File: src/rtl/mips_avalon_arbiter.sv
// ============================================================================
// Module  : mips_avalon_arbiter
// Brief   : Two-master (I-fetch, D-access) to one-slave Avalon-MM arbiter.
// Revision: 1.0 - initial release
// ============================================================================
`default_nettype none

module mips_avalon_arbiter #(
  parameter int ROUND_ROBIN = 1
) (
  input  logic        clk,
  input  logic        reset,
  // instruction-fetch master
  input  logic [31:0] i_address,
  input  logic        i_read,
  output logic        i_waitrequest,
  output logic [31:0] i_readdata,
  // data-access master
  input  logic [31:0] d_address,
  input  logic        d_read,
  input  logic        d_write,
  input  logic [31:0] d_writedata,
  input  logic [3:0]  d_byteenable,
  output logic        d_waitrequest,
  output logic [31:0] d_readdata,
  // slave port
  output logic [31:0] address,
  output logic        read,
  output logic        write,
  output logic [31:0] writedata,
  output logic [3:0]  byteenable,
  input  logic        waitrequest,
  input  logic [31:0] readdata,
  // status
  output logic [1:0]  grant
);

  // Encodings double as the grant status value.
  typedef enum logic [1:0] {
    S_IDLE  = 2'b00,
    S_OWN_I = 2'b01,
    S_OWN_D = 2'b10
  } state_t;

  state_t r_state;
  state_t w_next;
  logic   r_last_d;   // 1: D held the most recent grant
  logic   w_i_req;
  logic   w_d_req;

  assign w_i_req = i_read;
  assign w_d_req = d_read | d_write;

  always_ff @(posedge clk or posedge reset) begin
    if (reset) begin
      r_state  <= S_IDLE;
      r_last_d <= 1'b1;
    end else begin
      r_state <= w_next;
      if (r_state == S_IDLE && w_next == S_OWN_I) r_last_d <= 1'b0;
      else if (r_state == S_IDLE && w_next == S_OWN_D) r_last_d <= 1'b1;
    end
  end

  always_comb begin
    w_next        = r_state;
    address       = 32'h0;
    read          = 1'b0;
    write         = 1'b0;
    writedata     = 32'h0;
    byteenable    = 4'h0;
    i_waitrequest = 1'b1;
    i_readdata    = 32'h0;
    d_waitrequest = 1'b1;
    d_readdata    = 32'h0;
    grant         = r_state;

    case (r_state)
      S_IDLE: begin
        if (w_i_req && w_d_req)
          w_next = (ROUND_ROBIN != 0 && r_last_d) ? S_OWN_I : S_OWN_D;
        else if (w_i_req)
          w_next = S_OWN_I;
        else if (w_d_req)
          w_next = S_OWN_D;
      end
      S_OWN_I: begin
        address       = i_address;
        read          = i_read;
        byteenable    = 4'hF;
        i_waitrequest = waitrequest;
        i_readdata    = readdata;
        // Dropped request is an abort; otherwise leave on the completing cycle.
        if (!w_i_req || !waitrequest) w_next = S_IDLE;
      end
      S_OWN_D: begin
        address       = d_address;
        write         = d_write;
        read          = d_read & ~d_write;   // simultaneous read+write: write wins
        writedata     = d_writedata;
        byteenable    = d_byteenable;
        d_waitrequest = waitrequest;
        d_readdata    = readdata;
        if (!w_d_req || !waitrequest) w_next = S_IDLE;
      end
      default: w_next = S_IDLE;
    endcase
  end

endmodule

`default_nettype wire

File: config.mk
export PLATFORM = sky130hd
export DESIGN_NAME = mips_avalon_arbiter
export DESIGN_NICKNAME = d
export VERILOG_FILES = /design/src/rtl/mips_avalon_arbiter.sv
export SDC_FILE = /design/constraint.sdc
export NUM_CORES = 1
export LEC_CHECK = 0
export ABC_AREA = 0
export CAP_MARGIN = 15
export CORE_AREA = 2 2 108 110
export CTS_CLUSTER_SIZE = 25
export DETAILED_ROUTE_END_ITERATION = 12
export DIE_AREA = 0 0 110 112
export GPL_ROUTABILITY_DRIVEN = 0
export GPL_TIMING_DRIVEN = 0
export HOLD_SLACK_MARGIN = 0.03
export PLACE_DENSITY = 0.58
export SYNTH_ARGS = -nofsm -noshare
export SYNTH_HDL_FRONTEND = slang
export SYNTH_SLANG_ARGS = --single-unit
File: constraint.sdc
create_clock -name clk -period 3 [get_ports clk]
set_input_delay 0.75 -clock clk [delete_from_list [all_inputs] [get_ports clk]]
set_output_delay 0.75 -clock clk [all_outputs]
set_load 0.01 [all_outputs]
== Word-level counts from Yosys, hierarchy flattened ==
Cells that the tools add are included.
Storage, ports and cells
  word-level logic and storage cells: 37
  bits of input ports: 138
  bits in registers: 3
Operators by class
  equality and inequality tests: 4
  muxes and demuxes: 18
  reductions and logical operators: 10
  bitwise operators: 3
Operator list (count)
  $mux 32: 3
  $pmux 32 s2: 1
  $mux 2: 6
  $pmux 4 s2: 1
  $pmux 2 s3: 1
  $mux 1: 5
  $eq 2x1->1 const B: 2
  $eq 2x2->1 const B: 2
  $logic_and 1x1->1: 3
  $logic_not 1->1: 3
  $logic_not 2->1: 1
  $logic_or 1x1->1: 2
  $pmux 1 s2: 1
  $reduce_bool 2->1: 1
  $and 1x1->1: 1
  $not 1->1: 1
  $or 1x1->1: 1

== Depth between registers and ports, before layout ==
  depth after elaboration: 9
  gate-level depth with buffers: 7
  gate-level depth less buffers: 6

== Least setup slack after synthesis ==
Ideal clock, no wire load.
  path type: reg2out
  from: register r_state[0], in the netlist grant[0]
  to: output port read
  setup slack: 0.812 ns
  arrival: 1.438 ns
  stages on the path, launching flop included: 8
  cells stage by stage: dfrtp_1 > inv_1 > ha_1 > buf_2 > buf_4 > nand2_1 > o21ai_0 > and2_1
On the way
  word-level cells in the longest chain between the ends: 2
RTL lines
  from (decl): RTL line 45  | state_t r_state;
  from (signal assigned): RTL line 59  | r_state <= w_next;
  $eq 2x2->1 / $eq 2x1->1 (equally long branches): RTL line 78  | case (r_state)
  $pmux 1 s2 *: RTL line 78
  to (decl): RTL line 28  | output logic read,
Every way passes the cells marked *; elsewhere a longest branch is shown, timed or not.

== Final worst setup path ==
  from: register r_state[1], in the netlist grant[1]
  to: output port address[8]
On the way
  word-level cells in the longest chain between the ends: 2
RTL lines
  $eq 2x2->1 / $eq 2x1->1 (equally long branches): RTL line 78
  $pmux 32 s2 *: RTL line 78
  to (decl): RTL line 27  | output logic [31:0] address,
Marks and branches as above.

==> key figures <==
Status
  • Outcome: finished clean

Hold path
  • Hold path start: r_last_d$_DFFE_PP1P_
  • WHS Path Cells: 2
  • HP Class: flop to flop

Floorplan
  • Initial core utilization: between 10 and 15%
  • Die area: 0.0123 mm²
  • Core region area: 0.0112 mm²
  • Die height: 112 µm
  • IO Pins: ~280
  • Row count: 39
  • Die Wd: 110 µm

Synthesis
  • Yosys warns: 0
  • Yosys top cell area share: between 40% and 50%
  • Cells taking the most area after synthesis: and2_1 (41%), a22oi_1 (17%), nor2b_1 (15%), clkbuf_1 (4.8%), dfrtp_1 (3.3%)
  • Post-synth EDFFs: 0
  • Synth Register Bits: 3
  • Post-synth top flop: dfrtp_1
  • Syn avg cell area: around 6.5 µm²
  • Sequential-to-total area share from yosys stat: 5.09%
  • Cells after synthesis: 231
  • Synth Net Count: 373
  • Count of cell types in the netlist: 24
  • Synth area leader: and2_1
  • Synth async-reset ratio: 100%
  • Synthesized cell area: between 0.001 and 0.0015 mm²

Clock tree
  • # H-tree levels: 1
  • CTS tree: built
  • Reg clk slew, reported paths: 30 ps
  • TritonCTS buffer count: 3
  • Hold Buf Count CTS: 0
  • TritonCTS sink count: 3
  • Max Root-Sink Buffers: 2
  • Latest clock arrival within the worst-skew pair: ~230 ps
  • Root buffer cell: clkbuf_16

Worst setup path
  • FF-to-FF Start: grant[1]$_DFF_PP0_
  • Crit path cell chain: inv_1 > ha_2 > clkbuf_2 > nor2b_1 > clkdlybuf4s50_1
  • RR Endpoint: r_last_d$_DFFE_PP1P_
  • CP Class: flop to output pin
  • Required time of the critical path: 2250 ps
  • Crit path launch: grant[1]$_DFF_PP0_
  • Data arrival, critical path: 2200 ps
  • WP depth: 5
  • Max incr delay on CP: 570 ps
  • CP Capture Type: output pin
  • Buffers and inverters on the worst path: 3
  • Slowest-stage cell, CP: clkdlybuf4s50_1
  • CP Launch Type: flop
  • R2r setup slk: 1280 ps
  • Cell count of the worst reg-to-reg path: 7
  • CP delay by family, top: buffers and inverters
  • Crit path to: address[8]
  • Critical Path Fanout Max: 10

Routing
  • Via count: ~2700
  • Routed WL: 10300 µm
  • Initial DRC Count: 112
  • DR vias/cell: 4.06
  • Remaining DRCs: 0
  • Wire per inst: 15.8 µm
  • Pre-antenna DRT Iters: 4
  • Post-route ant nets: 0

STA
  • Slew HR: 81.0%
  • Max Clock Skew: 3.37 ps
  • Minimum clock period: 2950 ps
  • Max Clock Freq: 339 MHz
  • # setup viols final: 0
  • Worst slew pin tran: ~280 ps
  • Setup_tns: 0 ps
  • RSZ-0062 raised after global routing: true
  • Pins Over Slew Limit: 0
  • WHS: 502 ps
  • Fin crit share: 98.4%
  • Hold Vio Cnt, Final: 0

Place
  • Hpwl dp: 8750 µm
  • Port Buffer Count: 274
  • Placed Area: roughly 0.0044 mm²

Job
  • Number of max-cap violations: 0

Final layout
  • Final Cell Area: 0.00456 mm²
  • # diodes: 0
  • Final net count: 652
  • Share of cells above drive strength 1: 6.29%
  • Leading cell types in the layout, fill and taps excluded: clkdlybuf4s50_1 (274), and2_1 (99), nor2b_1 (37), a22oi_1 (33), clkbuf_2 (15)
  • Commonest non-fill, non-tap cell in the layout: clkdlybuf4s50_1
  • Area grow syn2layout: 204%

Power
  • Static leakage: between 0.0015 and 0.002 µW
  • Cell Pwr Density: 720 mW/mm²
  • Max VDD drop: around 0.60 mV

GRT
  • Initial antenna violation count: 0
  • Total track usage: ~15%
  • Pin count of the biggest net entering global routing: 11
  • First-pass GRT wire length: between 10000 and 15000 µm
  • GRT overflow: 0
  • Vias in the first global route: 2616
-- cell type report --
type,count,area [µm²]
Fill cell,1170,6620
Clock buffer,4,78.8
Buffer,23,144
Multi-Input combinational cell,201,1320
Inverter,4,15.0
Sequential cell,3,77.6
Tap cell,143,179
Timing Repair Buffer,274,2740
-- per-layer routing --
layer	track usage [%]	part of all wire (%)	vias up
li1	-	-	1317
met1	18.1	38	1200
met2	29.0	52	125
met3	2.69	8.5	8
met4	1.94	0.97	0
met5	0	0	-
-- worst min path at each step --
stage	slack, ps	end
2_1_floorplan	470	r_last_d$_DFFE_PP1P_
3_3_place_gp	500	r_last_d$_DFFE_PP1P_
3_5_place_dp	510	r_last_d$_DFFE_PP1P_
4_1_cts	510	r_last_d$_DFFE_PP1P_
5_1_grt	540	r_last_d$_DFFE_PP1P_
6_report	500	r_last_d$_DFFE_PP1P_
-- synth_stat cells (2+ instances only) --
| cell | count |
|---|---|
| and2_1 | 99 |
| nor2b_1 | 37 |
| a22oi_1 | 33 |
| clkbuf_1 | 19 |
| a21oi_1 | 7 |
| nand2_1 | 5 |
| ha_1 | 4 |
| inv_1 | 4 |
| nand2b_1 | 3 |
| o21ai_0 | 3 |
| buf_2 | 2 |
| dfrtp_1 | 2 |
| nor2_1 | 2 |
-- kinds of logic after synthesis --
logic type,count (synthesis),share of synthesized area [%]
and+or+nand+nor,148,60.5
AOI/OAI and AO/OA,49,23.4
buffers and inverters,27,7.68
adders and majority gates,4,3.34
DFF,3,5.09
-- stage by stage --
stage	cells	total power [µW]	setup WS, ps	util, %
after floorplan	231	1410	812	-
after global placement	648	3000	-31.0	39.6
after detailed placement	648	3020	-54.5	39.6
after CTS	652	3310	-106	40.5
after global routing	652	3550	-97.5	40.8
final	652	3280	46.5	40.8
-- sequential cells by signal, summed over array words and instances, names as in the netlist --
name      cells
r_last_d      1
grant         2
-- timing repair --
item,in CTS,in global routing
pin swaps,0,0
setup buffers,0,0
endpoints found under the setup margin,105,114
resized for setup,20,21
-- worst reg2reg max path: cells and delay by family, from the launching register on --
kind | cells | cell delay, ps
adders and majority gates | 1 | 140
AOI/OAI and AO/OA | 3 | 610
buffers and inverters | 2 | 330
DFF | 1 | 440
and+or+nand+nor | 1 | 120
-- where the power goes --
| group | switching [µW] | internal (µW) | total, µW |
|---|---|---|---|
| clock | 37.8 | 175 | 213 |
| combinational | 1300 | 1670 | 2970 |
| sequential | 35.1 | 67.9 | 103 |
(Power assumes the default switching activity.)
